<file path="src/rtl/div_iter.sv">
// div_iter: iterative radix-2 restoring divider (signed/unsigned) with a one-cycle result pulse.
// Optional DIV_EARLY_OUT_EN: skip the iteration when the quotient is trivially known.
module div_iter #(
   parameter int WIDTH = 32
) (
   input  logic               clk,
   input  logic               reset,
   input  logic               div_signed,
   input  logic               div_cancel,
   input  logic               s_axis_dividend_tvalid,
   output logic               s_axis_dividend_tready,
   input  logic [WIDTH-1:0]   s_axis_dividend_tdata,
   input  logic               s_axis_divisor_tvalid,
   output logic               s_axis_divisor_tready,
   input  logic [WIDTH-1:0]   s_axis_divisor_tdata,
   output logic               m_axis_dout_tvalid,
   output logic [2*WIDTH-1:0] m_axis_dout_tdata
);
   localparam int CW = $clog2(WIDTH);
   typedef enum logic [1:0] {IDLE, BUSY, DONE} state_t;
   state_t           r_state;
   logic [CW-1:0]    r_cnt;
   logic [WIDTH-1:0] r_rem, r_quo, r_dvs;
   logic             r_nq, r_nr;
   logic             w_ready, w_accept, w_sa, w_sb;
   logic [WIDTH-1:0] w_ma, w_mb, w_rem, w_quo;
   logic [WIDTH:0]   w_trial;

   function automatic logic [2*WIDTH-1:0] fixup(input logic nq, input logic nr,
                                                 input logic [WIDTH-1:0] rem, input logic [WIDTH-1:0] quo);
      return {nr ? -rem : rem, nq ? -quo : quo};
   endfunction

   assign w_ready  = (r_state == IDLE) && !div_cancel;
   assign w_accept = w_ready && s_axis_dividend_tvalid && s_axis_divisor_tvalid;
   assign s_axis_dividend_tready = w_ready;
   assign s_axis_divisor_tready  = w_ready;
   assign w_sa = div_signed & s_axis_dividend_tdata[WIDTH-1];
   assign w_sb = div_signed & s_axis_divisor_tdata[WIDTH-1];
   assign w_ma = w_sa ? -s_axis_dividend_tdata : s_axis_dividend_tdata;
   assign w_mb = w_sb ? -s_axis_divisor_tdata : s_axis_divisor_tdata;
   // the shifted remainder can carry into bit WIDTH, so the trial subtract is WIDTH+1 wide
   assign w_trial = {r_rem, r_quo[WIDTH-1]} - {1'b0, r_dvs};
   assign w_rem   = w_trial[WIDTH] ? {r_rem[WIDTH-2:0], r_quo[WIDTH-1]} : w_trial[WIDTH-1:0];
   assign w_quo   = {r_quo[WIDTH-2:0], ~w_trial[WIDTH]};

   always_ff @(posedge clk) begin
      if (reset) begin
         r_state            <= IDLE;
         r_cnt              <= '0;
         r_rem              <= '0;
         r_quo              <= '0;
         r_dvs              <= '0;
         r_nq               <= 1'b0;
         r_nr               <= 1'b0;
         m_axis_dout_tvalid <= 1'b0;
         m_axis_dout_tdata  <= '0;
      end else begin
         m_axis_dout_tvalid <= 1'b0;
         case (r_state)
            IDLE: if (w_accept) begin
               r_rem   <= '0;
               r_quo   <= w_ma;
               r_dvs   <= w_mb;
               r_nq    <= w_sa ^ w_sb;
               r_nr    <= w_sa;
               r_cnt   <= '0;
`ifdef DIV_EARLY_OUT_EN
               if (w_mb == '0 || w_ma < w_mb) begin
                  r_state            <= DONE;
                  m_axis_dout_tvalid <= 1'b1;
                  m_axis_dout_tdata  <= fixup(w_sa ^ w_sb, w_sa, w_ma, {WIDTH{w_mb == '0}});
               end else begin
                  r_state <= BUSY;
               end
`else
               r_state <= BUSY;
`endif
            end
            BUSY: if (div_cancel) begin
               r_state <= IDLE;
               r_cnt   <= '0;
            end else begin
               r_rem <= w_rem;
               r_quo <= w_quo;
               r_cnt <= r_cnt + 1'b1;
               if (r_cnt == CW'(WIDTH - 1)) begin
                  r_state            <= DONE;
                  m_axis_dout_tvalid <= 1'b1;
                  m_axis_dout_tdata  <= fixup(r_nq, r_nr, w_rem, w_quo);
               end
            end
            default: begin
               r_state <= IDLE;
               r_cnt   <= '0;
            end
         endcase
      end
   end
endmodule

</file>
<file path="config.mk">
export PLATFORM = sky130hd
export DESIGN_NAME = div_iter
export DESIGN_NICKNAME = d
export VERILOG_FILES = /design/src/rtl/div_iter.sv
export SDC_FILE = /design/constraint.sdc
export NUM_CORES = 1
export LEC_CHECK = 0
export ABC_AREA = 1
export BUFFER_PORTS_ARGS = -buffer_cell sky130_fd_sc_hd__buf_2
export CORE_MARGIN = 3
export CORE_UTILIZATION = 30
export DETAILED_ROUTE_END_ITERATION = 7
export SLEW_MARGIN = 20
export SYNTH_ARGS = -nofsm -noshare
export SYNTH_HDL_FRONTEND = slang
export SYNTH_SLANG_ARGS = --single-unit
</file>
<file path="constraint.sdc">
create_clock -name clk -period 6.1 [get_ports clk]
set_input_delay 1.22 -clock clk [delete_from_list [all_inputs] [get_ports clk]]
set_output_delay 1.22 -clock clk [all_outputs]
set_load 0.02 [all_outputs]
</file>
After elaboration in Yosys (flattened, before gate mapping)
Index checks and enable logic that the tools add are counted.
{"block": "word_totals", "ff_bits": 170, "latch_bits": 0, "mem_bits_rw": 0, "rom_bits": 0, "in_bits": 70, "output_inout_bits": 67, "word_cells": 56, "mem_count": 0}
{"block": "op_classes", "add_sub_neg": 6, "mul": 0, "div_mod_pow": 0, "magnitude_cmp": 0, "eq_ne": 5, "shifts": 0, "muxes": 19, "n_bitwise": 6, "reduce_logical": 11}
{"cell": "$mux 32", "count": 9}
{"cell": "$neg 32->32", "count": 4}
{"cell": "$pmux 32 s2", "count": 2}
{"cell": "$sub 33x32->33", "count": 1}
{"cell": "$mux 5", "count": 2}
{"cell": "$pmux 5 s2", "count": 1}
{"cell": "$mux 2", "count": 3}
{"cell": "$reduce_and 3->1", "count": 2}
{"cell": "$add 5x1->5 const B", "count": 1}
{"cell": "$eq 5x5->1 const B", "count": 1}
{"cell": "$ne 2x2->1 const B", "count": 2}
{"cell": "$pmux 2 s2", "count": 1}
{"cell": "$reduce_and 2->1", "count": 2}
{"cell": "$logic_and 1x1->1", "count": 3}
{"cell": "$ne 3x3->1 const B", "count": 1}
{"cell": "$not 1->1", "count": 3}
{"cell": "$reduce_or 3->1", "count": 1}
{"cell": "$and 1x1->1", "count": 2}
{"cell": "$eq 2x1->1 const B", "count": 1}
{"cell": "$logic_not 2->1", "count": 1}
{"cell": "$reduce_bool 2->1", "count": 1}
{"cell": "$logic_not 1->1", "count": 1}
{"cell": "$mux 1", "count": 1}
{"cell": "$xor 1x1->1", "count": 1}

Logic depth before layout (Yosys ltp)
Gate-level depths: netlist (run 1).
{"block": "logic_depth", "depth_word": 6, "depth_mapped": 29, "mapped_depth_nobuf": 28}

Worst setup path before layout (run 1)
No wires, ideal clock.
{"block": "synth_timing", "kind": "register to register", "start": "register r_quo[31]", "end": "register m_axis_dout_tdata[30]", "setup_ps": 115, "t_arrival_ps": 3916, "required_time_ps": 5985, "slack_ps": 2068, "path_stages_with_launch": 30, "n_path_buf": 2, "period_less_slack_ps": 4032, "cell_sequence": "dfxtp_1 > inv_1 > ha_1 > fa_1 > inv_1 > nand2_1 > nand2_1 > nand3_1 > nand2_1 > nand2_1 > nand2_1 > nand2_2 > nand2_4 > nand2_4 > nand2_4 > buf_8 > buf_6 > ha_1 > inv_1 > nor2_1 > nand3_1 > nor3_1 > nand3_1 > nor3b_1 > a31oi_1 > a21oi_1 > nand2_1 > xor2_1 > o21ai_0 > inv_1"}
{"block": "synth_via", "elab_chain_len": 4}
{"element": "start, declared", "line": "23", "text": "logic [WIDTH-1:0] r_rem, r_quo, r_dvs;"}
{"element": "start signal, assigned", "line": "63", "text": "r_quo <= w_ma;"}
{"element": "start signal, assigned", "line": "85", "text": "r_quo <= w_quo;"}
{"element": "$sub 33x32->33", "line": "43", "text": "assign w_trial = {r_rem, r_quo[WIDTH-1]} - {1'b0, r_dvs};"}
{"element": "$not 1->1", "line": "45", "text": "assign w_quo = {r_quo[WIDTH-2:0], ~w_trial[WIDTH]};"}
{"element": "$neg 32->32", "line": "31", "text": "return {nr ? -rem : rem, nq ? -quo : quo};"}
{"element": "$mux 32", "line": "31"}
{"element": "end signal, assigned", "line": "90", "text": "m_axis_dout_tdata <= fixup(r_nq, r_nr, w_rem, w_quo);"}
{"element": "end, declared", "line": "17", "text": "output logic [2*WIDTH-1:0] m_axis_dout_tdata"}
No other way between the ends.
A chain may end at the register's enable or synchronous reset.

Worst setup path in the final report (run 1)
Same ends and word-level chain as after synthesis.

==> flow_summary.ini, run 1 <==
[status]
outcome = completed

[synth]
ys_seq_area_share_pct = 27.4
syn-cell-area_sq_mm = 0.0124
synthCells = 2056
yosysWarnings = 0
yosysUniqueCellTypes = 53
syn_avg_cell_area_sq_um = 6.04
ys_seq_elements = 170
synth_nets = 2165

[cells_and_area]
fillCellCount = 4424
finish.utilization_pct = 35.0
stdcell_area_sq_mm = 0.0141
syn_to_final_growth_pct = 13.6
drive_gt1_share_pct = 11.0
nNetsFinal = 2254

[global_routing]
grt_max_degree = 110
grt_overflow = 0
antenna_found_initial = 1
grtUsageTotal_pct = 18.7
grt_pass1_vias = 12071
grt_pass1_wl_mm = 66.4

[detailed_routing]
ant_nets = 0
drc = 0
viasPerCell = 4.83
wire_per_inst_microns = 15.6
via_count = 12968
routed_wl_mm = 41.9
drt_first_pass_iters = 5
first_iter_violations = 1046

[clock_network]
cts_tree = built
htree_levels = 4
post_cts_resized = 0
clockRootBuffer = clkbuf_16
numCtsBuffers = 17
clock_path_buffers = 2
clock_sinks = 170
cts-hold-fix-buffers = 0
post_cts_buffers = 0
clock_latency_ps = 450
clk_pin_slew_worst_paths_ps = 80

[setup_path]
startpoint_type = flip-flop
crit_path_end = m_axis_dout_tdata[30]$_SDFFE_PP0P_
r2r-end = m_axis_dout_tdata[30]$_SDFFE_PP0P_
required_ps = 6440
critPathCaptureType = flip-flop
worstRegToRegCells = 27
worstReg2RegStart = r_quo[31]$_SDFFE_PP0P_
startpoint = r_quo[31]$_SDFFE_PP0P_
crit_type = flip-flop to flip-flop
rrSetupSlack_ps = 1430
worst-path-max-fanout = 41
cp.arrival_ps = 5010

[timing]
finalHoldViolCount = 0
period_share_pct = 76.5
period_needed_ps = 4670
relSlewSlack_pct = 29.5
max_freq_mhz = 214
tns_ps = 0
slew_viol_final = 0
setup_violations = 0
finalClockSkew_ps = 15.9
worstMarginPinSlew_ps = 1060
rsz0062_at_grt = false

[die]
die_x_microns = 209
die-area_sq_mm = 0.0439
core_area_sq_mm = 0.0403
io_pins = 137
die_height_microns = 209
initial_core_util_pct = 30.8
num_rows = 73

[min_path]
hp-class = flip-flop to flip-flop

[placement]
place_hpwl_mm = 32.7
gp_congestion = 0.890
numPortBuffers = 136
placed_area_sq_mm = 0.0135

[pwr]
finalPower_mw = 3.25
ir_worst_vdd_v = 0.000183
leakage_nw = 7.24
p_per_area_mw_per_mm2 = 231

[flow_run]
maxCapViolCount = 0
[synthesized netlist by cell type (all sizes together)]
library cell    n  share of area (%)
o31ai           1              0.060
nor3b           2               0.12
a221oi          2               0.14
clkinv          3              0.091
nand4          13               0.70
ha             38                3.8
dfxtp         170                 27
inv           274                8.3
o21ai         173                7.2
nand3b          7               0.42
o221a           1              0.091
a211oi          1              0.060
buf            17                1.1
a31oi           7               0.35
or4             1              0.060
o21a            2               0.12
nand3          97                4.0
nor4           10               0.50
a22oi           3               0.18
xor2           58                4.1
o211ai         13               0.79
fa              1               0.16
a21o            1              0.060
or2             4               0.20
a21boi          1              0.060
xnor2          21                1.5
and2            3               0.15
nand2         579                 18
o21bai          6               0.36
clkbuf         61                1.8
nor3           32                1.4
o221ai         15                1.1
o211a           1              0.081
a21oi         177                7.2
o22ai           1              0.050
nor2          260                8.1
[worst min-delay path by stage]
stage	end	startpoint	depth (start not counted)	slack [ps]
after floorplan	r_dvs[2]$_SDFFE_PP0P_	r_dvs[2]$_SDFFE_PP0P_	2	430
after global routing	m_axis_dout_tdata[33]$_SDFFE_PP0P_	m_axis_dout_tdata[33]$_SDFFE_PP0P_	2	480
after global placement	r_dvs[31]$_SDFFE_PP0P_	r_dvs[31]$_SDFFE_PP0P_	2	460
final	m_axis_dout_tdata[33]$_SDFFE_PP0P_	m_axis_dout_tdata[33]$_SDFFE_PP0P_	2	480
after detailed placement	m_axis_dout_tdata[33]$_SDFFE_PP0P_	m_axis_dout_tdata[33]$_SDFFE_PP0P_	2	460
after CTS	m_axis_dout_tdata[33]$_SDFFE_PP0P_	m_axis_dout_tdata[33]$_SDFFE_PP0P_	2	470
[cells in the final DEF, fill, tap and decap left out, types with 10 or more instances in the layout]
cell type	netlist	final
ha_1	38	38
nor3_1	31	31
xor2_1	58	58
buf_4	2	12
nand2_1	557	557
nand4_1	12	12
o211ai_1	13	13
buf_2	2	136
dfxtp_1	170	170
nor2_1	249	246
inv_1	270	269
nand3_1	95	95
xnor2_1	21	21
o221ai_1	15	15
a21oi_1	176	176
o21ai_1	16	16
nor2_2	10	12
clkbuf_16	0	17
o21ai_0	150	150
nor4_1	10	10
nand2_2	17	17
[worst max-delay path, cell delays in order (launching register included)]
cell     delay, ps
dfxtp_1        380
inv_1           90
ha_1           230
fa_1           400
inv_1           90
nand2_1         50
nand2_1         70
nand3_1         60
nand2_1        150
nand2_1         70
nand2_1        100
nand2_2        120
nand2_4        100
nand2_4         80
nand2_4        380
ha_1           260
inv_1           60
nor2_1         130
nand3_1        110
nor3_1         260
nand3_1        180
nor3b_1        350
a31oi_1        180
a21oi_1        210
nand2_1         90
xor2_1         140
o21ai_0        130
inv_1           50
[metrics by stage]
step	setup slack, ps	hold slack, ps	std cells
6_report	1430	476	2684
5_1_grt	940	484	2684
4_1_cts	1420	473	2683
3_5_place_dp	1450	460	2651
3_3_place_gp	1480	457	2651
2_1_floorplan	2070	433	2056
[cells by family after synthesis]
family | synth area share, %
AO/OA/AOI/OAI | 17.9
XOR/XNOR | 5.57
adder cells (fa/ha/maj) | 3.99
buffers and inverters | 11.3
flip-flops | 27.4
AND/OR/NAND/NOR | 33.9
[cell type report]
cell class	instances	area, sq um	share of cell area (%)
multi-input cells	1531	7620	54.0
flip-flops and latches	170	3400	24.1
clock inverters	14	175	1.24
clock buffers	18	439	3.11
diodes	1	2.50	0.0177
inverters	277	1040	7.38
repair buffers	148	771	5.46
well taps	525	657	4.65
[sequential cells by signal, indices dropped and copies added (netlist names)]
register and cells:
m_axis_dout_tdata 64, m_axis_dout_tvalid 1, r_cnt 5, r_dvs 32
r_nq 1, r_nr 1, r_quo 32, r_rem 32
r_state 2
[power breakdown]
group | total (mW) | internal [mW] | switching (mW)
clock network | 1.15 | 0.600 | 0.550
registers | 1.17 | 1.14 | 0.0313
logic | 0.936 | 0.288 | 0.648
total | 3.25 | 2.02 | 1.23
[layer usage]
| metal | share of wire (%) | GRT usage (%) |
|---|---|---|
| met1 | 48 | 25.7 |
| met2 | 47 | 31.3 |
| met3 | 3.3 | 2.06 |
| met4 | 1.8 | 4.73 |
| met5 | 0 | 0 |
No activity file was read; power rests on OpenSTA's default activity.
==> run 2: changes to the inputs <==
- ABC_AREA: 1 -> 0
- clock period: 6.1 -> 4.55 ns (I/O delays scaled with it)
==> flow_summary.ini, run 2 <==
[status]
outcome = completed

[synth]
synth_ff_type = dfxtp_1
ys_seq_elements = 170
synth_top_family_by_area = compound AO/OA/AOI/OAI gates
synthMuxAreaShare_pct = 2.00
synth_nets = 1712
synthTopCellsByCount = 217 x nor2_1, 170 x dfxtp_1, 160 x nand2_1
yosysTopAreaCellShare_pct = 28.7
synthArstFlopShare_pct = 0
synthTopCellsByArea = dfxtp_1 29%, nor2_1 6.9%, a21oi_1 5.9%
synthCells = 1603
yosysUniqueCellTypes = 88
ys_seq_area_share_pct = 28.7
synth_compound_area_share_pct = 27.0
synth-xor-area-share_pct = 8.28
syn_avg_cell_area_sq_um = 7.40
synthAdderAreaFrac_pct = 4.18
yosysTopAreaCell = dfxtp_1
synth.most_common_cell = nor2_1
yosys.area_share.simple_pct = 24.6
synth_edf_count = 0
syn-cell-area_sq_mm = 0.0119
yosysWarnings = 0

[setup_path]
startpoint_type = flip-flop
crit_family = simple AND/OR/NAND/NOR gates
worstReg2RegStart = r_quo[31]$_SDFFE_PP0P_
cp.arrival_ps = 4790
critPathCaptureType = flip-flop
worst-path-max-fanout = 7
crit_type = flip-flop to flip-flop
startpoint = r_quo[31]$_SDFFE_PP0P_
cp.depth = 21
critPathSlowestCell = or4_4
slowest_delay_ps = 600
rrSetupSlack_ps = 130
required_ps = 4920
crit_path_end = m_axis_dout_tdata[54]$_SDFFE_PP0P_
worst-path-buf-inv = 2
r2r-end = m_axis_dout_tdata[54]$_SDFFE_PP0P_
worstRegToRegCells = 21
path_cells = inv_2 -> ha_4 -> fa_2 -> nand2b_4 -> a211o_1 -> o21a_1 -> o21ai_4 -> a31oi_4 -> xnor2_4 -> inv_4 -> nor2_1 -> a21oi_4 -> ha_4 -> nand2_2 -> or4_4 -> nor3_2 -> mux2i_1 -> or4_4 -> nor4_4 -> a41oi_2 -> a31oi_1

[timing]
holdWs_ps = 452
worstMarginPinSlew_ps = 876
max_freq_mhz = 226
period_needed_ps = 4420
period_share_pct = 97.2
rsz0062_at_grt = true
relSlewSlack_pct = 41.6
slew_viol_final = 0
finalClockSkew_ps = 17.9
setup_violations = 0
finalHoldViolCount = 0
tns_ps = 0

[clock_network]
cts_tree = built
numCtsBuffers = 17
clock_sinks = 170
clock_latency_ps = 450
htree_levels = 4
clockRootBuffer = clkbuf_16
clk_pin_slew_worst_paths_ps = 80
clock_path_buffers = 2

[cells_and_area]
fillCellCount = 4082
finish.utilization_pct = 35.9
drive_gt1_share_pct = 16.6
diodes = 0
stdcell_count = 2238
final_common_cell = nor2_1
syn_to_final_growth_pct = 17.4
regMostFlops = m_axis_dout_tdata
layout_common_cells = 215 x nor2_1, 167 x dfxtp_1, 158 x nand2_1, 139 x a21oi_1, 135 x buf_2
largest_register_ffs = 64
nNetsFinal = 1816

[placement]
place_inst = 2202
place_hpwl_mm = 28.8
gp_congestion = 0.903
numPortBuffers = 136

[die]
num_rows = 72
core_area_sq_mm = 0.0388
io_pins = 137
die_height_microns = 205
initial_core_util_pct = 30.5
die_x_microns = 205
die-area_sq_mm = 0.0420

[global_routing]
grt_pass1_vias = 11144
grt_max_degree = 110
antenna_found_initial = 2
grtUsageTotal_pct = 17.8
grt_overflow = 0
grt_pass1_wl_mm = 60.1

[detailed_routing]
drt_first_pass_iters = 5
wire_per_inst_microns = 17.0
ant_nets = 0
routed_wl_mm = 38.1
viasPerCell = 5.38
drc = 0
via_count = 12036
first_iter_violations = 839

[pwr]
ir_worst_vdd_v = 0.000280
finalPower_mw = 4.22
p_per_area_mw_per_mm2 = 303
leakage_nw = 5.49

[flow_run]
maxCapViolCount = 0

[min_path]
hp-class = flip-flop to flip-flop
[run 2: cell count changes after synthesis, moves of 18 or more]
cell	delta
nor2_1	-32
clkbuf_1	+24
o31ai_1	+20
o21ai_0	-61
inv_1	-214
a211oi_1	+85
nand3_1	-43
nand2_1	-397
and3_1	+18
a21oi_1	-35
or3_1	+31
[run 2: where the power goes]
part           switching (mW)  total (mW)  internal [mW]
combinational           0.716        1.12          0.408
clock                   0.787        1.54          0.756
sequential             0.0337        1.55           1.52
[run 2: kinds of logic (layout without fill, tap and decap cells)]
logic type      Yosys count  after routing
fa+ha+maj                39             39
mux                      23             23
compound gates          482            482
flops                   170            170
xor+xnor                110            110
simple gates            620            620
buf+inv                 159            276
[run 2: worst min path at each step]
stage	startpoint	to	slack (ps)	cells past startpoint
after floorplan	r_cnt[3]$_SDFFE_PP0P_	r_cnt[3]$_SDFFE_PP0P_	450	2
after global routing	m_axis_dout_tdata[62]$_SDFFE_PP0P_	m_axis_dout_tdata[62]$_SDFFE_PP0P_	470	2
after CTS	m_axis_dout_tdata[48]$_SDFFE_PP0P_	m_axis_dout_tdata[48]$_SDFFE_PP0P_	450	2
after detailed placement	m_axis_dout_tdata[62]$_SDFFE_PP0P_	m_axis_dout_tdata[62]$_SDFFE_PP0P_	440	2
after global placement	m_axis_dout_tdata[62]$_SDFFE_PP0P_	m_axis_dout_tdata[62]$_SDFFE_PP0P_	440	2
final	m_axis_dout_tdata[47]$_SDFFE_PP0P_	m_axis_dout_tdata[47]$_SDFFE_PP0P_	450	2
[run 2: per-layer routing]
layer	part of all wire, %	track usage [%]
met1	45	23.0
met2	49	30.7
met3	4.2	2.96
met4	2.1	4.72
met5	0.037	0
[run 2: timing repair]
item,4_1_cts,5_1_grt
setup buffers,2,2
hold buffers,0,0
pin swaps,0,4
endpoints found under the setup margin,1,2
gates cloned,0,0
resized for setup,1,4
[run 2: worst min-delay path: stages, from the launching register on]
cell and delay (ps):
dfxtp_1 310, nand2_1 50, a21oi_1 50
[run 2: final cells by class]
type	instances	area, sq um	share of cell area, %
sequential	170	3410	24.5
multi-input combinational	1274	7950	57.1
tap	518	648	4.66
clock inverter	15	189	1.36
clock buffer	17	425	3.06
inverter	57	216	1.55
timing repair buffer	187	1090	7.84
[run 2: through the flow]
step / setup slack [ps] / cell area, sq um
6_report: 127 / 13900
5_1_grt: -60.8 / 13900
4_1_cts: 28.2 / 13900
3_5_place_dp: -40.2 / 13200
3_3_place_gp: 82.9 / 13200
2_1_floorplan: -279 / 12000
